===== src/rtl/fp_norm_round_pkg.sv =====
// Shared widths, stage-register layout and rounding helper for the post-add
// normalizer/rounder.
package fp_pkg;

    localparam int N_DEF   = 23;
    localparam int EXP_DEF = 8;
    localparam int EXP_MAX = (1 << EXP_DEF) - 1;
    localparam int LZW     = $clog2(N_DEF + 3);

    // S1 -> S2 register: raw operands plus the shift decision taken in S1
    typedef struct packed {
        logic                      sign;
        logic signed [EXP_DEF+1:0] exp;
        logic [N_DEF+1:0]          mant;
        logic                      g;
        logic                      st;
        logic                      zero;
        logic                      rshift;
        logic [LZW-1:0]            shamt;
    } s1_reg_t;

    function automatic logic rne_inc(input logic g, input logic l, input logic st);
        return g & (l | st);
    endfunction

endpackage


===== src/rtl/fp_norm_round_if.sv =====
// Upstream (sum + guard/sticky) and downstream (packed result) handshake bundle.
interface fp_norm_round_if
    import fp_pkg::*;
#(
    parameter int N   = N_DEF,
    parameter int EXP = EXP_DEF
);
    logic           in_valid;
    logic           in_ready;
    logic           in_sign;
    logic [EXP-1:0] in_exp;
    logic [N+1:0]   in_mant;
    logic           in_R;
    logic           in_S;

    logic           out_valid;
    logic           out_ready;
    logic           out_sign;
    logic [EXP-1:0] out_exp;
    logic [N-1:0]   out_frac;
    logic           out_zero;
    logic           out_overflow;
    logic           out_underflow;

    modport master (
        output in_valid, in_sign, in_exp, in_mant, in_R, in_S, out_ready,
        input  in_ready, out_valid, out_sign, out_exp, out_frac,
               out_zero, out_overflow, out_underflow
    );

    modport slave (
        input  in_valid, in_sign, in_exp, in_mant, in_R, in_S, out_ready,
        output in_ready, out_valid, out_sign, out_exp, out_frac,
               out_zero, out_overflow, out_underflow
    );
endinterface


===== src/rtl/fp_norm_round_lzc.sv =====
// Combinational leading-zero counter; count equals W when the vector is zero.
module fp_lzc #(
    parameter int W  = 25,
    parameter int CW = 5
) (
    input  logic [W-1:0]  i_vec,
    output logic [CW-1:0] o_count,
    output logic          o_zero
);

    // Scan LSB to MSB so the most significant set bit wins
    always_comb begin
        o_count = CW'(W);
        o_zero  = 1'b1;
        for (int i = 0; i < W; i++) begin
            if (i_vec[i]) begin
                o_count = CW'(W - 1 - i);
                o_zero  = 1'b0;
            end else begin
                o_count = o_count;
                o_zero  = o_zero;
            end
        end
    end

endmodule


===== src/rtl/fp_norm_round.sv =====
// Two-stage post-add normalizer with round-to-nearest-even. S1 decides the
// shift, S2 shifts, rounds and adjusts the exponent into the output registers.
module fp_norm_round
    import fp_pkg::*;
#(
    // The S1 register layout is sized from the package defaults
    parameter int N   = N_DEF,
    parameter int EXP = EXP_DEF
) (
    input logic           clk,
    input logic           rst,
    fp_norm_round_if.slave bus
);

    localparam logic signed [EXP+1:0] L_ONE  = (EXP+2)'(1);
    localparam logic signed [EXP+1:0] L_EMAX = (EXP+2)'(EXP_MAX);

    logic                  w_s1_adv;
    logic                  w_s2_adv;
    logic [N+1:0]          w_lz_vec;
    logic [LZW-1:0]        w_lz_cnt;
    logic                  w_lz_zero;
    s1_reg_t               w_s1_next;

    logic                  r_s1_valid;
    s1_reg_t               r_s1;

    logic [N+1:0]          w_lvec;
    logic [N:0]            w_m;
    logic                  w_g;
    logic                  w_st;
    logic signed [EXP+1:0] w_e_adj;
    logic signed [EXP+1:0] w_sh_ext;
    logic                  w_inc;
    logic [N:0]            w_fsum;
    logic signed [EXP+1:0] w_e_rnd;
    logic                  w_norm_zero;

    logic [EXP-1:0]        w_o_exp;
    logic [N-1:0]          w_o_frac;
    logic                  w_o_zero;
    logic                  w_o_ovf;
    logic                  w_o_unf;

    logic                  r_out_valid;
    logic                  r_out_sign;
    logic [EXP-1:0]        r_out_exp;
    logic [N-1:0]          r_out_frac;
    logic                  r_out_zero;
    logic                  r_out_ovf;
    logic                  r_out_unf;

    assign w_s2_adv     = ~r_out_valid | bus.out_ready;
    assign w_s1_adv     = ~r_s1_valid | w_s2_adv;
    assign bus.in_ready = w_s1_adv;

    assign w_lz_vec = {bus.in_mant[N:0], bus.in_R};

    fp_lzc #(
        .W  (N + 2),
        .CW (LZW)
    ) u_lzc (
        .i_vec   (w_lz_vec),
        .o_count (w_lz_cnt),
        .o_zero  (w_lz_zero)
    );

    // S1 shift decision from the raw sum
    always_comb begin
        w_s1_next        = '0;
        w_s1_next.sign   = bus.in_sign;
        w_s1_next.exp    = $signed({2'b00, bus.in_exp});
        w_s1_next.mant   = bus.in_mant;
        w_s1_next.g      = bus.in_R;
        w_s1_next.st     = bus.in_S;
        w_s1_next.rshift = bus.in_mant[N+1];
        w_s1_next.zero   = ~bus.in_mant[N+1] & w_lz_zero;
        if (bus.in_mant[N+1] | bus.in_mant[N]) begin
            w_s1_next.shamt = '0;
        end else begin
            w_s1_next.shamt = w_lz_cnt;
        end
    end

    // S1 pipeline register
    always_ff @(posedge clk) begin
        if (rst) begin
            r_s1_valid <= 1'b0;
            r_s1       <= '0;
        end else if (w_s1_adv) begin
            r_s1_valid <= bus.in_valid;
            r_s1       <= w_s1_next;
        end else begin
            r_s1_valid <= r_s1_valid;
            r_s1       <= r_s1;
        end
    end

    assign w_sh_ext = $signed({{(EXP+2-LZW){1'b0}}, r_s1.shamt});

    // S2 normalize: carry right-shift, or left-shift by the S1 count (zero when already normal)
    always_comb begin
        w_lvec = {r_s1.mant[N:0], r_s1.g} << r_s1.shamt;
        if (r_s1.rshift) begin
            w_m     = r_s1.mant[N+1:1];
            w_g     = r_s1.mant[0];
            w_st    = r_s1.g | r_s1.st;
            w_e_adj = $signed(r_s1.exp) + L_ONE;
        end else begin
            w_m     = w_lvec[N+1:1];
            w_g     = w_lvec[0];
            w_st    = r_s1.st;
            w_e_adj = $signed(r_s1.exp) - w_sh_ext;
        end
    end

    // Rounding only touches the fraction; a carry out of it bumps the exponent
    assign w_inc       = rne_inc(w_g, w_m[0], w_st);
    assign w_fsum      = {1'b0, w_m[N-1:0]} + {{N{1'b0}}, w_inc};
    assign w_e_rnd     = w_e_adj + $signed({{(EXP+1){1'b0}}, w_fsum[N]});
    assign w_norm_zero = r_s1.zero | ~w_m[N];

    // S2 result selection: zero, underflow flush, overflow saturation or normal
    always_comb begin
        w_o_exp  = '0;
        w_o_frac = '0;
        w_o_zero = 1'b0;
        w_o_ovf  = 1'b0;
        w_o_unf  = 1'b0;
        if (w_norm_zero) begin
            w_o_zero = 1'b1;
            w_o_unf  = r_s1.st;
        end else if (w_e_adj < L_ONE) begin
            w_o_zero = 1'b1;
            w_o_unf  = 1'b1;
        end else if (w_e_rnd >= L_EMAX) begin
            w_o_exp  = '1;
            w_o_ovf  = 1'b1;
        end else begin
            w_o_exp  = w_e_rnd[EXP-1:0];
            w_o_frac = w_fsum[N-1:0];
        end
    end

    // Output registers hold while the consumer stalls
    always_ff @(posedge clk) begin
        if (rst) begin
            r_out_valid <= 1'b0;
            r_out_sign  <= 1'b0;
            r_out_exp   <= '0;
            r_out_frac  <= '0;
            r_out_zero  <= 1'b0;
            r_out_ovf   <= 1'b0;
            r_out_unf   <= 1'b0;
        end else if (w_s2_adv) begin
            r_out_valid <= r_s1_valid;
            r_out_sign  <= r_s1.sign;
            r_out_exp   <= w_o_exp;
            r_out_frac  <= w_o_frac;
            r_out_zero  <= w_o_zero;
            r_out_ovf   <= w_o_ovf;
            r_out_unf   <= w_o_unf;
        end else begin
            r_out_valid <= r_out_valid;
            r_out_sign  <= r_out_sign;
            r_out_exp   <= r_out_exp;
            r_out_frac  <= r_out_frac;
            r_out_zero  <= r_out_zero;
            r_out_ovf   <= r_out_ovf;
            r_out_unf   <= r_out_unf;
        end
    end

    assign bus.out_valid     = r_out_valid;
    assign bus.out_sign      = r_out_sign;
    assign bus.out_exp       = r_out_exp;
    assign bus.out_frac      = r_out_frac;
    assign bus.out_zero      = r_out_zero;
    assign bus.out_overflow  = r_out_ovf;
    assign bus.out_underflow = r_out_unf;

endmodule

===== src/flat_wrapper.sv =====
// flat-port wrapper written by rule: the top's interface ports become plain ports
module fp_norm_round_flat import fp_pkg::*;
#(
                                                                
    parameter int N   = N_DEF,
    parameter int EXP = EXP_DEF
)
  (clk, rst, bus_in_valid, bus_in_sign, bus_in_exp, bus_in_mant, bus_in_R, bus_in_S, bus_out_ready, bus_in_ready, bus_out_valid, bus_out_sign, bus_out_exp, bus_out_frac, bus_out_zero, bus_out_overflow, bus_out_underflow);
  fp_norm_round_if #(.N(N), .EXP(EXP)) bus_i ();
  input logic clk;
  input logic rst;
  input wire logic [$bits(bus_i.in_valid)-1:0] bus_in_valid;
  input wire logic [$bits(bus_i.in_sign)-1:0] bus_in_sign;
  input wire logic [$bits(bus_i.in_exp)-1:0] bus_in_exp;
  input wire logic [$bits(bus_i.in_mant)-1:0] bus_in_mant;
  input wire logic [$bits(bus_i.in_R)-1:0] bus_in_R;
  input wire logic [$bits(bus_i.in_S)-1:0] bus_in_S;
  input wire logic [$bits(bus_i.out_ready)-1:0] bus_out_ready;
  output wire logic [$bits(bus_i.in_ready)-1:0] bus_in_ready;
  output wire logic [$bits(bus_i.out_valid)-1:0] bus_out_valid;
  output wire logic [$bits(bus_i.out_sign)-1:0] bus_out_sign;
  output wire logic [$bits(bus_i.out_exp)-1:0] bus_out_exp;
  output wire logic [$bits(bus_i.out_frac)-1:0] bus_out_frac;
  output wire logic [$bits(bus_i.out_zero)-1:0] bus_out_zero;
  output wire logic [$bits(bus_i.out_overflow)-1:0] bus_out_overflow;
  output wire logic [$bits(bus_i.out_underflow)-1:0] bus_out_underflow;
  assign bus_i.in_valid = bus_in_valid;
  assign bus_i.in_sign = bus_in_sign;
  assign bus_i.in_exp = bus_in_exp;
  assign bus_i.in_mant = bus_in_mant;
  assign bus_i.in_R = bus_in_R;
  assign bus_i.in_S = bus_in_S;
  assign bus_i.out_ready = bus_out_ready;
  assign bus_in_ready = bus_i.in_ready;
  assign bus_out_valid = bus_i.out_valid;
  assign bus_out_sign = bus_i.out_sign;
  assign bus_out_exp = bus_i.out_exp;
  assign bus_out_frac = bus_i.out_frac;
  assign bus_out_zero = bus_i.out_zero;
  assign bus_out_overflow = bus_i.out_overflow;
  assign bus_out_underflow = bus_i.out_underflow;
  fp_norm_round #(.N(N), .EXP(EXP)) u_core (.clk(clk), .rst(rst), .bus(bus_i));
endmodule

===== config.mk =====
export PLATFORM = sky130hd
export DESIGN_NAME = fp_norm_round_flat
export DESIGN_NICKNAME = d
export VERILOG_FILES = /design/src/rtl/fp_norm_round_pkg.sv /design/src/rtl/fp_norm_round_if.sv /design/src/rtl/fp_norm_round_lzc.sv /design/src/rtl/fp_norm_round.sv /design/src/flat_wrapper.sv
export SDC_FILE = /design/constraint.sdc
export NUM_CORES = 1
export LEC_CHECK = 0
export BUFFER_PORTS_ARGS = -buffer_cell sky130_fd_sc_hd__buf_2
export CORE_MARGIN = 2
export CORE_UTILIZATION = 35
export CTS_CLUSTER_SIZE = 10
export DETAILED_ROUTE_END_ITERATION = 6
export PLACE_DENSITY = 0.63
export SYNTH_ARGS = -nofsm -noshare
export SYNTH_HDL_FRONTEND = slang
export SYNTH_SLANG_ARGS = --single-unit

===== constraint.sdc =====
create_clock -name clk -period 5.07 [get_ports clk]
set_input_delay 1.014 -clock clk [delete_from_list [all_inputs] [get_ports clk]]
set_output_delay 1.014 -clock clk [all_outputs]
set_load 0.02 [all_outputs]

Word-level counts from Yosys, hierarchy flattened:

Index checks and enable logic that the tools add are counted.

* register bits after elaboration: 80
* input port bits: 40
* output and inout port bits: 37
* word-level logic and storage cells: 102

* add/sub/neg operators: 4
* $lt $le $gt $ge: 2
* shifts and indexed selects: 1
* mux-type cells: 67
* bitwise gates (word level): 12

Operators by type and width (number)
* 2-to-1 mux 5 bit: 25
* 2-to-1 mux 23 bit: 3
* 2-to-1 mux 1 bit: 34
* left shift 25 x 5 -> 25 bit: 1
* adder 23 x 1 -> 24 bit: 1
* 2-to-1 mux 24 bit: 1
* 2-to-1 mux 8 bit: 3
* adder 10 x 2 -> 10 bit: 1
* greater-or-equal comparator 10 x 9 -> 1 bit, second input constant: 1
* less-than comparator 10 x 2 -> 1 bit, second input constant: 1
* 2-to-1 mux 10 bit: 1
* adder 8 x 1 -> 9 bit, second input constant: 1
* subtractor 8 x 5 -> 9 bit: 1
* OR 1 bit: 6
* inverter 1 bit: 4
* bitwise AND 1 bit: 2

Logic depth before layout (Yosys ltp):

Gate-level depths: netlist (run 1).

* depth in word-level cells: 26
* mapped depth: 21
* depth with buffers taken out: 16

Modules after synthesis:

A second synthesis (run 1) with hierarchy kept.

* cells, all modules: 717
* area, all modules: 5874.4 µm²

Modules (own cells, without submodules)
* fp_norm_round: instances 1, cells each 666, area each 5586.6 µm², seq. area each 1581.5 µm²
* fp_lzc: instances 1, cells each 51, area each 287.8 µm², seq. area each 0.0 µm²

Worst setup path before layout (run 1):

Ideal clock, no wire load.

* path type: register -> register
* start: register u_core.r_s1[4] in the netlist's numbering
* end: register u_core.r_out_frac[10], in the netlist u_core.bus.out_frac[10]
* setup time: 59 ps
* arrival time: 4165 ps
* required time: 5011 ps
* slack: 846 ps
* cell stages (with the launch flop): 19
* buffers on the path: 4
* period minus slack after synthesis: 4224 ps
* cell sequence: dfxtp_1 -> buf_2 -> or3_4 -> buf_6 -> o41a_1 -> nor3_4 -> nand4_1 -> or2_1 -> buf_6 -> nor4_1 -> ha_1 -> ha_1 -> nand2_1 -> or2_2 -> nor4b_1 -> nor2_2 -> nor3_4 -> buf_4 -> a22o_1

* longest elaborated chain between the ends: 10
* elaborated cells on any way between the ends: 16
* those cells by class: add/sub: 3; order compare: 2; shift: 1; mux: 6; bitwise: 4

Ends and longest elaborated chain
* from (decl): line fp_norm_round.sv:26 `s1_reg_t r_s1;`
* from (signal assigned): line fp_norm_round.sv:92 `r_s1 <= w_s1_next;`
* from (signal assigned): line fp_norm_round.sv:95 `r_s1 <= r_s1;`
* left shift 25 x 5 -> 25 bit: line fp_norm_round.sv:103 `w_lvec = {r_s1.mant[N:0], r_s1.g} << r_s1.shamt;`
* 2-to-1 mux 24 bit: line fp_norm_round.sv:104 `if (r_s1.rshift) begin`
* OR 1 bit: line fp_norm_round_pkg.sv:23 `return g & (l | st);`
* bitwise AND 1 bit: line fp_norm_round_pkg.sv:23
* adder 23 x 1 -> 24 bit: line fp_norm_round.sv:119 `assign w_fsum = {1'b0, w_m[N-1:0]} + {{N{1'b0}}, w_inc};`
* adder 10 x 2 -> 10 bit: line fp_norm_round.sv:120 `assign w_e_rnd = w_e_adj + $signed({{(EXP+1){1'b0}}, w_fsum[N]});`
* greater-or-equal comparator 10 x 9 -> 1 bit: line fp_norm_round.sv:136 `end else if (w_e_rnd >= L_EMAX) begin`
* 2-to-1 mux 23 bit: line fp_norm_round.sv:136
* 2-to-1 mux 23 bit: line fp_norm_round.sv:133 `end else if (w_e_adj < L_ONE) begin`
* 2-to-1 mux 23 bit (*): line fp_norm_round.sv:130 `if (w_norm_zero) begin`
* to (signal assigned): line fp_norm_round.sv:159 `r_out_frac <= w_o_frac;`
* to (signal assigned): line fp_norm_round.sv:167 `r_out_frac <= r_out_frac;`
* to (decl): line fp_norm_round.sv:48 `logic [N-1:0] r_out_frac;`

Every way passes the cells marked *; elsewhere a longest branch is shown, timed or not.
A chain may end at the register's enable or synchronous reset.

Worst setup path in the final report (run 1):

* start: register u_core.r_s1[2] in the netlist's numbering
* end: register u_core.r_out_frac[3], in the netlist u_core.bus.out_frac[3]

Same word-level chain as after synthesis.

==> results of run 1 <==
-- where the power goes --
| part | total (mW) | switching (mW) | internal (mW) |
|---|---|---|---|
| Clock | 0.684 | 0.256 | 0.429 |
| Combinational | 0.325 | 0.187 | 0.138 |
| Sequential | 0.696 | 0.0434 | 0.653 |
| Total | 1.71 | 0.486 | 1.22 |
-- metal layers --
metal  global-route usage  wire (um)
met5              0.00588          0
met4               0.0873        419
met2                0.257       6200
met1                0.264       7380
met3               0.0361       1080
-- layout by cell type, fill, tap and decap left out, drive strengths merged, types with 4 or more instances in the layout --
master,n
nand2,121
buf,91
dfxtp,79
a21oi,56
nor2,43
o21ai,27
mux2i,25
xnor2,24
a22o,24
nor3,20
mux4,18
inv,16
nand3,14
nor4,13
xor2,10
clkbuf,10
a22oi,9
ha,9
a32oi,8
mux2,7
or2,7
nand2b,5
nor2b,5
and2,5
nand3b,5
o22ai,5
a211oi,5
o211ai,4
o31ai,4
-- path summary, 6_finish.rpt --
check | endpoint | cells after the start | slack, ns | startpoint
hold reg to reg | u_core.bus.out_exp[6]$_SDFFE_PP0P_ | 2 | 0.44 | u_core.bus.out_exp[6]$_SDFFE_PP0P_
hold / removal | u_core.bus.out_exp[6]$_SDFFE_PP0P_ | 2 | 0.44 | u_core.bus.out_exp[6]$_SDFFE_PP0P_
setup reg to reg | u_core.bus.out_frac[3]$_SDFFE_PP0P_ | 16 | 0.43 | u_core.r_s1[2]$_SDFFE_PP0P_
setup / recovery | u_core.bus.out_frac[3]$_SDFFE_PP0P_ | 16 | 0.43 | u_core.r_s1[2]$_SDFFE_PP0P_
-- logic make-up (layout without fill, tap and decap cells) --
| kind of cell | count (synthesis) | after routing | share of synthesized area |
|---|---|---|---|
| buffers and inverters | 61 | 123 | 0.0557 |
| adder cells (fa/ha/maj) | 10 | 10 | 0.0238 |
| XOR/XNOR | 34 | 34 | 0.0534 |
| AND/OR/NAND/NOR | 255 | 255 | 0.227 |
| multiplexers | 50 | 50 | 0.132 |
| AO/OA/AOI/OAI | 180 | 180 | 0.224 |
| flip-flops | 79 | 79 | 0.284 |
-- area by class of cell --
cell class	count	area (um^2)
clock inverter	6	85.1
fill	1619	9300
multi-input combinational	529	3690
timing repair buffer	91	493
inverter	16	60.1
tap	216	270
sequential	79	1580
clock buffer	10	229
-- cells in the mapped netlist (3+ instances only) --
| library cell | instances | area [um^2] |
|---|---|---|
| mux4_2 | 18 | 405 |
| nand3b_1 | 5 | 37.5 |
| nand3_1 | 14 | 70.1 |
| a22oi_1 | 9 | 67.6 |
| buf_6 | 5 | 56.3 |
| and2_1 | 5 | 31.3 |
| a211oi_1 | 4 | 30.0 |
| ha_1 | 9 | 113 |
| nand2_1 | 120 | 450 |
| a32oi_1 | 8 | 70.1 |
| mux2_2 | 7 | 78.8 |
| or2_2 | 5 | 31.3 |
| clkbuf_1 | 18 | 67.6 |
| o211ai_1 | 4 | 30.0 |
| xnor2_1 | 24 | 210 |
| buf_2 | 8 | 40.0 |
| a22o_1 | 24 | 210 |
| nor4_1 | 11 | 68.8 |
| o221a_2 | 3 | 33.8 |
| dfxtp_1 | 79 | 1580 |
| nor3_1 | 17 | 85.1 |
| nand4_1 | 3 | 18.8 |
| a21oi_1 | 56 | 280 |
| nand2b_1 | 5 | 31.3 |
| o22ai_1 | 4 | 25.0 |
| o31ai_1 | 4 | 30.0 |
| o221ai_1 | 3 | 26.3 |
| nor2b_1 | 5 | 31.3 |
| xor2_1 | 10 | 87.6 |
| a221oi_1 | 3 | 26.3 |
| mux2i_1 | 25 | 250 |
| o21a_1 | 3 | 22.5 |
| inv_1 | 15 | 56.3 |
| o32ai_1 | 3 | 26.3 |
| buf_4 | 6 | 45.0 |
| nor2_1 | 42 | 158 |
| a32o_1 | 3 | 30.0 |
| buf_1 | 7 | 26.3 |
| o21ai_0 | 27 | 135 |
-- worst max-delay path, stage by stage, from the launching register on --
cell and delay [ns]:
dfxtp_1 0.78, buf_4 0.29, mux4_2 0.20, mux2i_1 0.15
o221a_2 0.35, nand3b_1 0.30, nand3b_1 0.27, nor4_1 0.31
ha_1 0.22, ha_1 0.18, nand2_1 0.09, or2_2 0.33
nor4b_2 0.33, nor2_2 0.16, nor3_4 0.17, buf_4 0.26
a22o_1 0.16
-- stage by stage --
step | instance area (um^2) | hold slack [ns] | utilization | cells | power, mW
floorplan | 5570 | 0.432 | - | 669 | 0.935
global placement | 6090 | 0.430 | 0.388 | 931 | 1.03
CTS | 6400 | 0.454 | 0.408 | 947 | 1.72
finish | 6410 | 0.445 | 0.408 | 947 | 1.71
detailed placement | 6090 | 0.440 | 0.388 | 931 | 1.03
global route | 6410 | 0.473 | 0.408 | 947 | 1.78
-- sequential cells by signal, summed over array words and instances, names as in the netlist --
signal	count
u_core.r_s1	42
u_core.bus.out_frac	23
u_core.bus.out_exp	8
u_core.bus.out_overflow	1
u_core.bus.out_sign	1
u_core.bus.out_underflow	1
u_core.bus.out_valid	1
u_core.bus.out_zero	1
u_core.r_s1_valid	1
==> results.json, run 1 <==
{
  "status": "finished with violations",
  "violations": "DRC",
  "ir_drop_uv": 165,
  "clock_sinks": 79,
  "end_kind": "flop",
  "grt_setup_unrepaired": "no",
  "report.final.slew_viol_count": 0,
  "ys.flop_type": "dfxtp_1",
  "tns_ns": 0,
  "post-place-ws_ns": 0.351,
  "cts_buffers": 9,
  "post-cts-setup-buffer-count": 0,
  "synthArstFlopShare": 0,
  "clockBufferDepth": 2,
  "p_leak_nw": 2.42,
  "fp-row-count": 46,
  "synth_warnings": 0,
  "required_ns": 5.36,
  "syn_nets": 719,
  "num-nets-final": 776,
  "grt_start_max_net_pins": 52,
  "initial_core_util": 0.355,
  "fin_crit_sh": 0.914,
  "layout-area-overhead-vs-synth_pct": 15.0,
  "grt_pass1_vias": 4696,
  "drive_gt1_frac": 0.213,
  "tightestPinTransition_ns": 1.08,
  "core-area_um2": 15700,
  "io_buffers": 76,
  "path_clk_slew_ns": 0.06,
  "gp_congestion": 0.973,
  "pin_count": 77,
  "avgRoutedWirePerCell_um": 15.9,
  "place_hpwl_mm": 11.4,
  "synth_seq_area_share": 0.284,
  "hold_viol_final": 0,
  "cts_tree": "done",
  "setup_viol": 0,
  "relSlewSlack": 0.278,
  "num_vias": 5120,
  "drt_iter0_drc": 352,
  "drv_cap": 0,
  "cts_resized": 0,
  "synth_enable_flop_cells": 0,
  "powerDensity_nw_per_um2": 266,
  "critPathLaunchType": "flop",
  "dieHeight_um": 130,
  "arrival_ns": 4.93,
  "vias_per_cell": 5.41,
  "fin_ws_ns": 0.434,
  "crit_path_max_fanout": 23,
  "hold_path_class": "flop to flop",
  "post-route-drc-count": 2,
  "drt.antenna.violating_nets": 0,
  "htree_levels": 3,
  "skew_ns": 0.00950,
  "synth_cells": 669,
  "die_area_um2": 16900,
  "overflow": 0,
  "ys_types": 77,
  "syn_area_per_cell_um2": 8.33,
  "synth.cell_area_um2": 5570,
  "synth_seq_cells": 79,
  "criticalPathCategory": "flop to flop",
  "die_w_um": 130,
  "worstSkewPairLatency_ns": 0.35,
  "postCtsHoldBufs": 0,
  "grt_use_total": 0.182,
  "grt_pass1_wl_mm": 24.4,
  "n_antenna_cell": 0,
  "root_buffer": "clkbuf_16",
  "first_pass_iters": 7,
  "antenna_found_initial": 0,
  "fmax_mhz": 216,
  "period_needed_ns": 4.64,
  "wl_mm": 15.1
}
Power figures use the tool's default switching activity.
==> inputs of run 2 (changes only) <==
--- a/config.mk
+++ b/config.mk
@@ -8,9 +8,11 @@
 export BUFFER_PORTS_ARGS = -buffer_cell sky130_fd_sc_hd__buf_2
 export CORE_MARGIN = 2
 export CORE_UTILIZATION = 35
+export CTS_BUF_LIST = sky130_fd_sc_hd__clkbuf_4
 export CTS_CLUSTER_SIZE = 10
 export DETAILED_ROUTE_END_ITERATION = 6
 export PLACE_DENSITY = 0.63
+export RECOVER_POWER = 100
 export SYNTH_ARGS = -nofsm -noshare
 export SYNTH_HDL_FRONTEND = slang
 export SYNTH_SLANG_ARGS = --single-unit
==> results.json, run 2 (same netlist as run 1, synthesis figures left out) <==
{
  "status": "finished with violations",
  "violations": "capacitance limit, slew limit",
  "worstSkewPairLatency_ns": 0.48,
  "fin_ws_ns": 0.416,
  "wl_mm": 15.0,
  "rr_startpoint": "u_core.r_s1[2]$_SDFFE_PP0P_",
  "internal-power_uw": 990,
  "critPathLaunchType": "flop",
  "drt.antenna.violating_nets": 0,
  "pwr-share-comb": 0.223,
  "fin_crit_sh": 0.918,
  "skew_ns": 0.0197,
  "grt_pass1_wl_mm": 24.1,
  "overflow": 0,
  "ff_latch_area_um2": 1580,
  "pin_count": 77,
  "powerDensity_nw_per_um2": 232,
  "grt_setup_unrepaired": "no",
  "num-nets-final": 776,
  "grt_pass1_vias": 4663,
  "post-route-drc-count": 0,
  "setup_viol": 0,
  "initial_core_util": 0.355,
  "postCtsHoldBufs": 0,
  "clock_sinks": 79,
  "gp_congestion": 0.973,
  "layout-area-overhead-vs-synth_pct": 11.4,
  "end_kind": "flop",
  "finish.instance_area_um2": 6210,
  "crit_start": "u_core.r_s1[2]$_SDFFE_PP0P_",
  "p_leak_nw": 2.20,
  "path_clk_slew_ns": 0.13,
  "switching_share": 0.314,
  "ir_drop_uv": 120,
  "die_area_um2": 16900,
  "layout_commonest_cell": "nand2_1",
  "vias_per_cell": 5.42,
  "antenna_found_initial": 1,
  "drt_iter0_drc": 371,
  "num_vias": 5134,
  "criticalPathCategory": "flop to flop",
  "first_pass_iters": 6,
  "dieHeight_um": 130,
  "clockBufferDepth": 2,
  "largest_register_ffs": 42,
  "largest_register": "u_core.r_s1",
  "mostFrequentLayoutCells": "nand2_1 (120), dfxtp_1 (78), a21oi_1 (56)",
  "p_seq_frac": 0.482,
  "clock_power_share": 0.295,
  "tns_ns": 0,
  "final_cells": 948,
  "relSlewSlack": -0.486,
  "core-area_um2": 15700,
  "drv_cap": 2,
  "die_w_um": 130,
  "period_needed_ns": 4.65,
  "post-place-ws_ns": 0.351,
  "tightestPinTransition_ns": 2.23,
  "hold_viol_final": 0,
  "hold_path_class": "flop to flop",
  "arrival_ns": 5.07,
  "report.final.slew_viol_count": 98,
  "drive_gt1_frac": 0.161,
  "grt_use_total": 0.179,
  "io_buffers": 76,
  "grt_start_max_net_pins": 52,
  "fin_hold_ws_ns": 0.463,
  "dp.cells": 931,
  "fmax_mhz": 215,
  "place_area_um2": 6090,
  "cts_resized": 0,
  "place_hpwl_mm": 11.4,
  "required_ns": 5.48,
  "fp-row-count": 46,
  "multiInputGateArea_um2": 3690,
  "fillCellCount": 1657,
  "root_buffer": "clkbuf_4",
  "cts_tree": "done",
  "worstHoldStart": "u_core.bus.out_exp[6]$_SDFFE_PP0P_",
  "post-cts-setup-buffer-count": 0,
  "htree_levels": 3,
  "crit_path_max_fanout": 23,
  "p_switching_uw": 453,
  "cts_buffers": 9,
  "avgRoutedWirePerCell_um": 15.9
}
## run 2: changes by cell type in the layout (fill, tap and decap cells not counted)
cell / before / now
buf_4: 15 / 14
inv_2: 1 / 0
inv_1: 15 / 16
clkbuf_16: 9 / 0
diode_2: 0 / 1
clkbuf_4: 0 / 10
buf_2: 76 / 39
clkbuf_1: 1 / 38
## run 2: layout make-up
cell class / instances / area share
Antenna cell: 1 / 0.000403
Clock buffer: 10 / 0.0121
Clock inverter: 6 / 0.0137
Inverter: 16 / 0.00967
Multi-Input combinational cell: 529 / 0.594
Sequential cell: 79 / 0.255
Tap cell: 216 / 0.0435
Timing Repair Buffer: 91 / 0.0713
## run 2: power by group through the flow
| stage | logic, mW | registers, mW | clock network, mW |
|---|---|---|---|
| floorplan | 0.229 | 0.706 | 0 |
| global placement | 0.320 | 0.708 | 0 |
| detailed placement | 0.321 | 0.709 | 0 |
| CTS | 0.323 | 0.695 | 0.440 |
| global route | 0.355 | 0.702 | 0.459 |
| finish | 0.321 | 0.696 | 0.425 |
## run 2: metrics by stage
step	total power [mW]	utilization
5_1_grt	1.52	0.395
3_5_place_dp	1.03	0.388
6_report	1.44	0.395
3_3_place_gp	1.03	0.388
2_1_floorplan	0.935	-
4_1_cts	1.46	0.398
## run 2: critical path: stages, from the launching register on
cell      delay, ns
dfxtp_1        0.80
buf_4          0.29
mux4_2         0.21
mux2i_1        0.14
o21ai_0        0.28
a21oi_1        0.15
nor4_1         0.34
nand3b_1       0.17
nor4_1         0.31
ha_1           0.22
ha_1           0.18
nand2_1        0.09
or2_2          0.33
nor4b_2        0.33
nor2_2         0.15
nor3_4         0.17
buf_4          0.26
a22o_1         0.16
## run 2: routing by layer
| metal | track usage | wire (um) | vias up |
|---|---|---|---|
| met4 | 0.0791 | 386 | 0 |
| met1 | 0.262 | 7510 | 2353 |
| met3 | 0.0340 | 1000 | 25 |
| met5 | 0.00588 | 0 | - |
| met2 | 0.255 | 6150 | 170 |
| li1 | - | - | 2586 |
## run 2: path summary, 6_finish.rpt
path                                          to  slack [ns]  cells past startpoint
min           u_core.bus.out_exp[6]$_SDFFE_PP0P_        0.46                      2
min reg2reg   u_core.bus.out_exp[6]$_SDFFE_PP0P_        0.46                      2
max reg2reg  u_core.bus.out_frac[3]$_SDFFE_PP0P_        0.42                     17
max          u_core.bus.out_frac[3]$_SDFFE_PP0P_        0.42                     17
